--- config.mk ---
export PLATFORM = sky130hd
export DESIGN_NAME = func_minterm_scanner
export DESIGN_NICKNAME = d
export VERILOG_FILES = /design/src/rtl/func_minterm_scanner.sv
export SDC_FILE = /design/constraint.sdc
export NUM_CORES = 1
export LEC_CHECK = 0
export ABC_AREA = 1
export CORE_UTILIZATION = 40
export DETAILED_ROUTE_END_ITERATION = 12
export PLACE_DENSITY = 0.66
export SYNTH_ARGS = -nofsm -noshare
export SYNTH_HDL_FRONTEND = slang
export SYNTH_SLANG_ARGS = --single-unit
--- constraint.sdc ---
create_clock -name clk -period 4.7 [get_ports clk]
set_clock_uncertainty 0.15 [all_clocks]
set_input_delay 0.705 -clock clk [delete_from_list [all_inputs] [get_ports clk]]
set_output_delay 0.705 -clock clk [all_outputs]
set_load 0.005 [all_outputs]
--- src/rtl/func_minterm_scanner.sv ---
// Exhaustive stimulus/capture stage for a sum-of-products function block.
// Walks every input vector in ascending order, samples F after FUNC_LATENCY
// advances, and streams the indices of true vectors on a valid/ready port.
module func_minterm_scanner #(
  parameter int unsigned N_INPUTS     = 10,
  parameter int unsigned FUNC_LATENCY = 0
) (
  input  logic                clk,
  input  logic                rst,
  input  logic                start,
  output logic [N_INPUTS-1:0] x_out,
  output logic                fn_en,
  input  logic                f_in,
  output logic                m_valid,
  input  logic                m_ready,
  output logic [N_INPUTS-1:0] m_index,
  output logic                busy,
  output logic                done,
  output logic [N_INPUTS:0]   count
);

  typedef enum logic [1:0] {StIdle, StScan, StDrain, StDone} state_e;

  localparam logic [N_INPUTS-1:0] IdxOne = {{(N_INPUTS-1){1'b0}}, 1'b1};
  localparam logic [N_INPUTS:0]   CntOne = {{N_INPUTS{1'b0}}, 1'b1};
  localparam logic [N_INPUTS-1:0] IdxMax = {N_INPUTS{1'b1}};

  state_e              state_q, state_d;
  logic [N_INPUTS-1:0] idx_q;
  logic [N_INPUTS:0]   count_q;
  logic                m_valid_q;
  logic [N_INPUTS-1:0] m_index_q;

  logic                advance;
  logic                scanning;
  logic                clear_scan;
  logic                last_idx;
  logic                tags_clear;
  logic                emerge_tag;
  logic [N_INPUTS-1:0] emerge_idx;
  logic                capture;

  // A beat held by the sink freezes the whole pipeline, function included.
  assign advance  = !(m_valid_q && !m_ready);
  assign scanning = (state_q == StScan);
  assign last_idx = (idx_q == IdxMax);
  assign capture  = advance && emerge_tag && f_in;

  assign x_out   = idx_q;
  assign fn_en   = advance;
  assign m_valid = m_valid_q;
  assign m_index = m_index_q;
  assign count   = count_q;

  // Delay line pairing each issued index with the F that returns for it.
  if (FUNC_LATENCY == 0) begin : g_comb
    assign emerge_idx = idx_q;
    assign emerge_tag = scanning;
    assign tags_clear = 1'b1;
  end else begin : g_pipe
    logic [N_INPUTS-1:0]     dl_idx_q [FUNC_LATENCY];
    logic [FUNC_LATENCY-1:0] dl_tag_q;

    // Shift {index, tag} one stage per advance; tag marks a real issue.
    always_ff @(posedge clk) begin
      if (rst) begin
        for (int unsigned k = 0; k < FUNC_LATENCY; k++) begin
          dl_idx_q[k] <= '0;
          dl_tag_q[k] <= 1'b0;
        end
      end else if (advance) begin
        dl_idx_q[0] <= idx_q;
        dl_tag_q[0] <= scanning;
        for (int unsigned k = 1; k < FUNC_LATENCY; k++) begin
          dl_idx_q[k] <= dl_idx_q[k-1];
          dl_tag_q[k] <= dl_tag_q[k-1];
        end
      end
    end

    assign emerge_idx = dl_idx_q[FUNC_LATENCY-1];
    assign emerge_tag = dl_tag_q[FUNC_LATENCY-1];
    assign tags_clear = ~|dl_tag_q;
  end

  // State register.
  always_ff @(posedge clk) begin
    if (rst) begin
      state_q <= StIdle;
    end else begin
      state_q <= state_d;
    end
  end

  // Next-state decode and status outputs.
  always_comb begin
    state_d    = state_q;
    clear_scan = 1'b0;
    busy       = 1'b0;
    done       = 1'b0;
    unique case (state_q)
      StIdle: begin
        if (start) begin
          state_d    = StScan;
          clear_scan = 1'b1;
        end
      end
      StScan: begin
        busy = 1'b1;
        if (advance && last_idx) begin
          state_d = StDrain;
        end
      end
      StDrain: begin
        busy = 1'b1;
        // advance here also means no beat is left pending.
        if (advance && tags_clear) begin
          state_d = StDone;
        end
      end
      StDone: begin
        done    = 1'b1;
        state_d = StIdle;
      end
      default: state_d = StIdle;
    endcase
  end

  // Index counter: holds at the last vector rather than wrapping.
  always_ff @(posedge clk) begin
    if (rst || clear_scan) begin
      idx_q <= '0;
    end else if (scanning && advance && !last_idx) begin
      idx_q <= idx_q + IdxOne;
    end
  end

  // Live minterm count.
  always_ff @(posedge clk) begin
    if (rst || clear_scan) begin
      count_q <= '0;
    end else if (capture) begin
      count_q <= count_q + CntOne;
    end
  end

  // Output beat register; reloads or empties on every advance.
  always_ff @(posedge clk) begin
    if (rst) begin
      m_valid_q <= 1'b0;
      m_index_q <= '0;
    end else if (advance) begin
      m_valid_q <= capture;
      if (capture) begin
        m_index_q <= emerge_idx;
      end
    end
  end

endmodule
# Word-level counts from Yosys, hierarchy flattened
# Index checks and enable logic that the tools add are counted.
# totals
reg_bits	34
output_inout_bits	35
# op_classes
n_mux	8
reduce_logical	13
addsub	2
n_eq_ne	7
bitwise_logic	1
# op_table
op	count
adder 11 x 1 -> 11 bit, second input constant	1
adder 10 x 1 -> 10 bit, second input constant	1
equality test 10 bit, second input constant	1
case mux 2 bit (4 select lines)	1
two-way mux 2 bit	3
logical AND 1 bit	5
equality test 2 bit, second input constant	2
two-way mux 1 bit	4
!= test 2 bit, second input constant	2
logical NOT 1 bit	3
AND reduction 3 bit	1
equality test 2 x 1 -> 1 bit, second input constant	1
logical NOT 2 bit	1
!= test 2 x 1 -> 1 bit, second input constant	1
AND reduction 2 bit	1
OR reduction 2 bit	1
logical OR 1 bit	1
inverter 1 bit	1

# Depth between registers and ports, before layout
# Gate-level depths: netlist of run 1.
# logic_depth
depth_word	6
depth_mapped	9
ltp_nobuf	9

# Worst setup path after synthesis of run 1
# Ideal clock, no wire load.
# synth_timing
path_type	input to register
start	input port m_ready
end	register count_q[4] (netlist: count[4])
path_stages	9
setup_ps	114
slack_ps	3005
n_path_buf	0
required_ps	4436
t_arrival_ps	1431
cell_sequence	inv_1 nand2_2 nand2_1 nor2_2 nand2_1 nor2_1 nand2_1 nand2_1 nor2_1
# synth_via
elab_chain_cells	5
# synth_lines
item	line_no	rtl
start, declared	15	input logic m_ready,
logical NOT 1 bit	44	assign advance = !(m_valid_q && !m_ready);
logical AND 1 bit	44	
logical NOT 1 bit	44	
via fn_en	12	output logic fn_en,
logical AND 1 bit (2 in series)	47	assign capture = advance && emerge_tag && f_in;
end signal, assigned	143	count_q <= count_q + CntOne;
end, declared	30	logic [N_INPUTS:0] count_q;
# The timed path passes the listed nets, and every way through them passes these cells.
# A chain may end at the register's enable or synchronous reset.

# Worst setup path in the final report of run 1
# layout_timing
start	input port m_ready
end	output port fn_en
# layout_via
elab_chain_cells	3
# layout_lines
item	line_no
logical NOT 1 bit	44
logical AND 1 bit	44
logical NOT 1 bit	44
end, declared	12
# Every way passes these cells.

==> results of run 1 <==
[cell type report]
cell class / count / area [um2] / area share
Inverter: 36 / 135 / 0.0595
Sequential cell: 34 / 681 / 0.300
Clock inverter: 1 / 5.00 / 0.00220
Tap cell: 50 / 62.6 / 0.0275
Clock buffer: 7 / 86.3 / 0.0380
Multi-Input combinational cell: 184 / 905 / 0.398
Timing Repair Buffer: 40 / 398 / 0.175
[metrics by stage]
stage	util	std cells	cell area [um2]	setup slack [ns]
floorplan	-	259	1740	3.01
global route	0.556	352	2270	1.80
global placement	0.534	344	2180	1.79
detailed placement	0.534	344	2180	1.77
CTS	0.556	352	2270	2.05
finish	0.556	352	2270	2.06
[routing by layer]
layer	wire length, um	vias up
li1	-	904
met1	2120	758
met2	1830	37
met3	196	8
met4	80	0
met5	0	-
[flip-flops by register name, summed over array words and instances, names as in the netlist]
signal / flops
state_q: 2
m_valid: 1
m_index: 10
x_out: 10
count: 11
[placed cells by master, fill, tap and decap left out, types with 3 or more instances in the layout]
cell | Yosys | layout
dfxtp_1 | 34 | 34
inv_1 | 34 | 34
ha_1 | 6 | 6
nand4_1 | 8 | 8
a21oi_1 | 24 | 24
clkbuf_8 | 0 | 6
xor2_1 | 3 | 3
clkdlybuf4s50_1 | 0 | 39
nand2_2 | 3 | 3
nand3_1 | 12 | 12
nand2_1 | 64 | 64
nor2_1 | 40 | 40
o21ai_0 | 15 | 15
[critical path, stage by stage]
cell	delay, ns
clkdlybuf4s50_1	0.45
inv_1	0.04
nand2_2	0.08
clkdlybuf4s50_1	0.50
[worst paths after layout]
kind / to / slack, ns / depth (start not counted)
max: fn_en / 2.06 / 4
min: x_out[9]$_SDFFE_PP0P_ / 0.37 / 2
max reg2reg: count[0]$_SDFFE_PP0N_ / 2.43 / 7
min reg2reg: x_out[9]$_SDFFE_PP0P_ / 0.37 / 2
[kinds of logic after synthesis]
logic type	count (synthesis)	share of synthesized area
xor gates and xnor gates	3	0.0151
AOI/OAI and AO/OA	42	0.123
buffers and inverters	41	0.0904
DFF	34	0.391
and+or+nand+nor	133	0.338
adders and majority gates	6	0.0431
[report_power, final]
| group | internal (mW) | switching, mW | leakage [nW] |
|---|---|---|---|
| clock | 0.118 | 0.107 | 0.0482 |
| sequential | 0.325 | 0.0331 | 0.276 |
| combinational | 0.122 | 0.142 | 0.629 |
==> results.yml, run 1 <==
routing:
  dr.pass1.iters: 4
  routed_wl_um: 4220
  vias: 1707
  wl_per_cell_um: 12.0
  drt.antenna.violating_nets: 0
  drc: 0
  first_iter_violations: 86
  vias_per_cell: 4.85
grt:
  grt.met2_usage: 0.319
  use_met1: 0.261
  grt_pass1_vias: 1486
  grt.met3_usage: 0.0550
  grt_most_used_layer: "met2"
  track_usage: 0.204
  grt.overflow.total: 0
  grt_pass1_wl_um: 6820
  antenna_found_initial: 0
  grt_max_degree: 25
place:
  place_congestion: 0.840
  port_buffers: 39
  dpl.hpwl_um: 3060
synth:
  yosys-top-cells-count: "nand2_1, nor2_1, dfxtp_1, inv_1, a21oi_1"
  synth_edf_count: 0
  yosysMostFrequentCell: "nand2_1"
  ys_types: 23
  synth.cell_area_mm2: 0.00174
  async_flop_share: 0
  ys_ff_latch: 34
  syn-num-nets: 270
  synth_top_cell_by_area: "dfxtp_1"
  netlist_instances: 259
  avgSynthCellArea_um2: 6.73
  yosysWarnings: 0
  post-synth-top-area-fraction: 0.391
  ys_seq_area_frac: 0.391
  synthTopCellsByArea: "dfxtp_1, nand2_1, nor2_1, inv_1, a21oi_1"
  synth_flop_cell: "dfxtp_1"
timing:
  setup_tns_ns: 0
  slew_violations: 0
  finalSetupViolations: 0
  period_needed_ns: 2.64
  fin_crit_sh: 0.562
  tightest_slew_ns: 0.747
  rsz0062_at_grt: "no"
  finalHoldWorstSlack_ns: 0.368
  fmax_mhz: 379
  relSlewSlack: 0.502
  hold_viol: 0
worst_setup_path:
  crit_arrival_ns: 1.79
  crit_path_end_kind: "output pin"
  critPathLaunch: "m_ready"
  crit_path_max_fanout: 4
  critPathKind: "input port to output pin"
  cp-start-kind: "input port"
  reg2reg_from: "state_q[1]$_SDFFE_PP0P_"
  worstPathRequired_ns: 3.85
floorplan:
  rows: 23
  start_util: 0.427
  pin_count: 40
  die_x_um: 68.0
  coreArea_mm2: 0.00409
  dieHeight_um: 68.0
  die_area_mm2: 0.00463
hold_path:
  hold_class: "register to register"
  min_from: "x_out[9]$_SDFFE_PP0P_"
run_status:
  status: "completed"
cts:
  cts_sinks: 34
  cts_setup_buffers: 0
  insertion_delay_ns: 0.29
  path_clk_slew_ns: 0.07
  root_buffer: "clkbuf_8"
  cts_hold_buf: 0
  cts_tree: "yes"
  cts_buffer_depth: 2
  ctsResizeCount: 0
  cts_made_buffers: 5
  htree_levels: 2
cells_and_area:
  antenna_cells_inserted: 0
  area_growth_syn_to_layout_pct: 30.4
  nets: 312
  drive_gt1_frac: 0.0596
  fillCellCount: 412
pwr:
  vdd_ir_drop_max_mv: 0.190
  power_density_mw_per_mm2: 373
  p_leak_nw: 0.953
  p_total_mw: 0.847
run:
  maxCapViolCount: 0
No activity file was read; power rests on OpenSTA's default activity.
==> run 2, diff against run 1 <==
- PLACE_DENSITY: 0.66 -> 0.69
- clock period: 4.7 -> 2.3 ns (I/O delays scaled with it)
==> results.yml, run 2 (synthesis gave the netlist of run 1 again) <==
timing:
  setup_tns_ns: 0
  slew_violations: 0
  finalSetupViolations: 0
  hold_viol: 0
  finalHoldWorstSlack_ns: 0.362
  relSlewSlack: 0.751
  fin_crit_sh: 0.897
  rsz0062_at_grt: "no"
  fmax_mhz: 485
  tightest_slew_ns: 0.373
  period_needed_ns: 2.06
cts:
  path_clk_slew_ns: 0.07
  cts_hold_buf: 0
  cts_made_buffers: 5
  root_buffer: "clkbuf_8"
  htree_levels: 2
  cts_setup_buffers: 0
  cts_tree: "yes"
  insertion_delay_ns: 0.29
  ctsResizeCount: 0
  cts_buffer_depth: 2
  cts_sinks: 34
cells_and_area:
  final_common_cell: "nand2_1"
  area_growth_syn_to_layout_pct: 30.8
  design_area_mm2: 0.00228
  largest_reg_flops: 11
  drive_gt1_frac: 0.0627
  nets: 313
  mostFrequentLayoutCells: "nand2_1, nor2_1, clkdlybuf4s50_1, inv_1, dfxtp_1"
  antenna_cells_inserted: 0
hold_path:
  min_to: "count[10]$_SDFFE_PP0N_"
  hold_path_depth: 2
  min_from: "count[10]$_SDFFE_PP0N_"
  hold_class: "register to register"
worst_setup_path:
  worstReg2RegEnd: "count[0]$_SDFFE_PP0N_"
  reg2reg_slack_ns: 0.43
  crit_arrival_ns: 1.57
  crit_path_max_fanout: 4
  cp-start-kind: "register"
  worstPathRequired_ns: 1.80
  crit_path_end_kind: "output pin"
  reg2reg_from: "state_q[0]$_SDFFE_PP0P_"
  r2r_cells: 6
  critPathKind: "register to output pin"
grt:
  grt.met3_usage: 0.0533
  grt_max_degree: 17
  grt_most_used_layer: "met2"
  track_usage: 0.202
  grt.overflow.total: 0
  use_met1: 0.272
  antenna_found_initial: 0
  grt.met2_usage: 0.304
  grt_pass1_vias: 1486
  grt_pass1_wl_um: 6850
floorplan:
  start_util: 0.427
  dieHeight_um: 68.0
  die_area_mm2: 0.00463
  rows: 23
  coreArea_mm2: 0.00409
  die_x_um: 68.0
  pin_count: 40
pwr:
  p_leak_nw: 0.958
  vdd_ir_drop_max_mv: 0.356
  power_density_mw_per_mm2: 763
routing:
  routed_wl_um: 4180
  drt.antenna.violating_nets: 0
  wl_per_cell_um: 11.8
  vias_per_cell: 4.80
  first_iter_violations: 97
  dr.pass1.iters: 4
  vias: 1695
  drc: 0
place:
  place_congestion: 0.823
  dpl.hpwl_um: 3080
  postPlaceCellArea_mm2: 0.00219
  port_buffers: 39
run_status:
  status: "completed"
run:
  maxCapViolCount: 0
## run 2: changes by cell type in the layout (fill, tap and decap cells not counted), sizes merged
cell | before | now
buf | 1 | 2
## run 2: how the worst max path moves through the flow
stage,from,end,slack [ns],cells past startpoint
global placement,m_ready,count[0]$_SDFFE_PP0N_,0.24,8
global route,state_q[0]$_SDFFE_PP0P_,busy,0.15,3
CTS,state_q[0]$_SDFFE_PP0P_,busy,0.24,3
finish,state_q[0]$_SDFFE_PP0P_,busy,0.24,3
detailed placement,m_ready,count[0]$_SDFFE_PP0N_,0.16,8
floorplan,state_q[0]$_SDFFE_PP0P_,count[2]$_SDFFE_PP0N_,0.80,6
## run 2: critical path, stage by stage (launching register included)
cell and delay, ns:
dfxtp_1 0.40, inv_1 0.08, ha_1 0.30, clkdlybuf4s50_1 0.49
## run 2: final cells by class
class | count | area [um2]
clock buffer | 7 | 86.3
fill | 410 | 1810
multi-input combinational | 184 | 905
sequential | 34 | 681
clock inverter | 1 | 5.00
timing repair buffer | 41 | 405
inverter | 36 | 135
tap | 50 | 62.6
## run 2: routing by layer
| layer | wire length (um) | up-vias |
|---|---|---|
| met5 | 0 | - |
| met4 | 61 | 0 |
| met3 | 187 | 7 |
| met2 | 1840 | 28 |
| met1 | 2090 | 754 |
| li1 | - | 906 |
## run 2: through the flow
step	instances	power [mW]	setup slack (ns)	utilization
after global routing	353	1.86	0.151	0.558
after detailed placement	345	1.29	0.161	0.536
after global placement	345	1.28	0.241	0.536
after CTS	353	1.75	0.239	0.558
final	353	1.74	0.236	0.558
after floorplan	259	1.04	0.797	-
## run 2: power by group
group | switching [mW] | internal (mW)
combinational | 0.291 | 0.255
sequential | 0.0606 | 0.663
clock | 0.227 | 0.242
total | 0.579 | 1.16
==> run 3, diff against run 2 <==
- CAP_MARGIN: default -> 10
- clock period: 2.3 -> 2.6 ns (I/O delays scaled with it)
==> results.yml, run 3 (synthesis gave the netlist of run 1 again) <==
routing:
  first_iter_violations: 65
  routed_wl_um: 4050
  dr.pass1.iters: 4
  wl_met2_um: 1720
  dr.max_layer_used: "met4"
  wl_per_cell_um: 11.4
  vias: 1706
  vias_per_cell: 4.82
  dr_wl_met3_um: 244
  wl_met1_um: 2030
  drt.antenna.violating_nets: 0
  drc: 0
cts:
  cts_sinks: 34
  root_buffer: "clkbuf_8"
  htree_levels: 2
  cts_buffer_depth: 2
  insertion_delay_ns: 0.29
  cts_setup_buffers: 0
  cts_made_buffers: 5
  path_clk_slew_ns: 0.07
  cts_tree: "yes"
  cts_hold_buf: 0
  ctsResizeCount: 0
floorplan:
  start_util: 0.427
  coreArea_mm2: 0.00409
  dieHeight_um: 68.0
  rows: 23
  pin_count: 40
  die_area_mm2: 0.00463
  die_x_um: 68.0
worst_setup_path:
  cp_slowest_stage_delay_ns: 0.50
  critPathLaunch: "state_q[0]$_SDFFE_PP0P_"
  crit_slowest_cell: "clkdlybuf4s50_1"
  crit_arrival_ns: 1.57
  worstReg2RegEnd: "x_out[2]$_SDFFE_PP0P_"
  crit_path_max_fanout: 4
  crit_path_end_kind: "output pin"
  worstPathRequired_ns: 2.06
  cp-start-kind: "register"
  reg2reg_from: "state_q[0]$_SDFFE_PP0P_"
  r2r_cells: 6
  critPathKind: "register to output pin"
  reg2reg_slack_ns: 0.79
  cp_cell_sequence: "inv_1 -> ha_1 -> clkdlybuf4s50_1"
timing:
  hold_viol: 0
  finalSetupViolations: 0
  rsz0062_at_grt: "no"
  fin_crit_sh: 0.810
  setup_tns_ns: 0
  slew_violations: 0
  period_needed_ns: 2.11
  fmax_mhz: 475
  relSlewSlack: 0.747
  tightest_slew_ns: 0.378
place:
  dpl.hpwl_um: 3010
  postPlaceCellArea_mm2: 0.00220
  placed_cells: 346
  port_buffers: 39
  place_congestion: 0.848
cells_and_area:
  nets: 314
  design_area_mm2: 0.00231
  stdcell_count: 354
  final_util: 0.564
  final_common_cell: "nand2_1"
  area_growth_syn_to_layout_pct: 32.3
  largest_reg_flops: 11
  drive_gt1_frac: 0.0658
  antenna_cells_inserted: 0
  mostFrequentLayoutCells: "nand2_1, nor2_1, clkdlybuf4s50_1, inv_1, dfxtp_1"
run_status:
  status: "completed"
hold_path:
  hold_class: "register to register"
  min_from: "count[10]$_SDFFE_PP0N_"
  hold_path_depth: 2
  min_to: "count[10]$_SDFFE_PP0N_"
pwr:
  power_density_mw_per_mm2: 701
  p_total_mw: 1.62
  p_leak_nw: 0.967
  vdd_ir_drop_max_mv: 0.328
grt:
  antenna_found_initial: 0
  track_usage: 0.189
  grt.overflow.total: 0
  grt_pass1_wl_um: 6440
  grt_pass1_vias: 1435
  grt_max_degree: 14
run:
  maxCapViolCount: 0
==> run 3: changes by cell type in the layout (fill, tap and decap cells not counted) <==
cell	before	now
clkinv_2	1	0
bufinv_16	0	1
clkbuf_8	6	5
clkinvlp_4	0	1
buf_4	2	3
==> run 3: area by class of cell <==
class,instances,area [um2]
Fill cell,406,1780
Clock buffer,6,72.6
Inverter,36,135
Multi-Input combinational cell,184,905
Tap cell,50,62.6
Timing Repair Buffer,42,413
Sequential cell,34,681
Clock inverter,2,37.5
==> run 3: worst max-delay path: cells and delay by family, from the launching register on <==
family / cells / cell delay, ns
flops: 1 / 0.38
buf+inv: 2 / 0.58
fa+ha+maj: 1 / 0.31
==> run 3: metal layers <==
layer	up-vias	track usage
li1	905	-
met1	747	0.254
met2	49	0.284
met3	5	0.0567
met4	0	0.0651
met5	-	0
==> run 3: how the worst max path moves through the flow <==
stage	endpoint	depth (start not counted)	slack, ns
3_5_place_dp	count[0]$_SDFFE_PP0N_	8	0.57
2_1_floorplan	count[2]$_SDFFE_PP0N_	6	1.10
5_1_grt	busy	3	0.42
6_report	busy	3	0.49
3_3_place_gp	fn_en	4	0.60
4_1_cts	busy	3	0.48
==> run 3: through the flow <==
stage / setup slack, ns / hold WS (ns)
6_report: 0.494 / 0.362
5_1_grt: 0.420 / 0.378
4_1_cts: 0.479 / 0.364
3_5_place_dp: 0.570 / 0.352
3_3_place_gp: 0.597 / 0.343
2_1_floorplan: 1.10 / 0.335
==> run 3: where the power goes <==
group          internal (mW)  switching, mW
clock network          0.286          0.199
registers              0.586         0.0514
logic                  0.230          0.263
total                   1.10          0.513
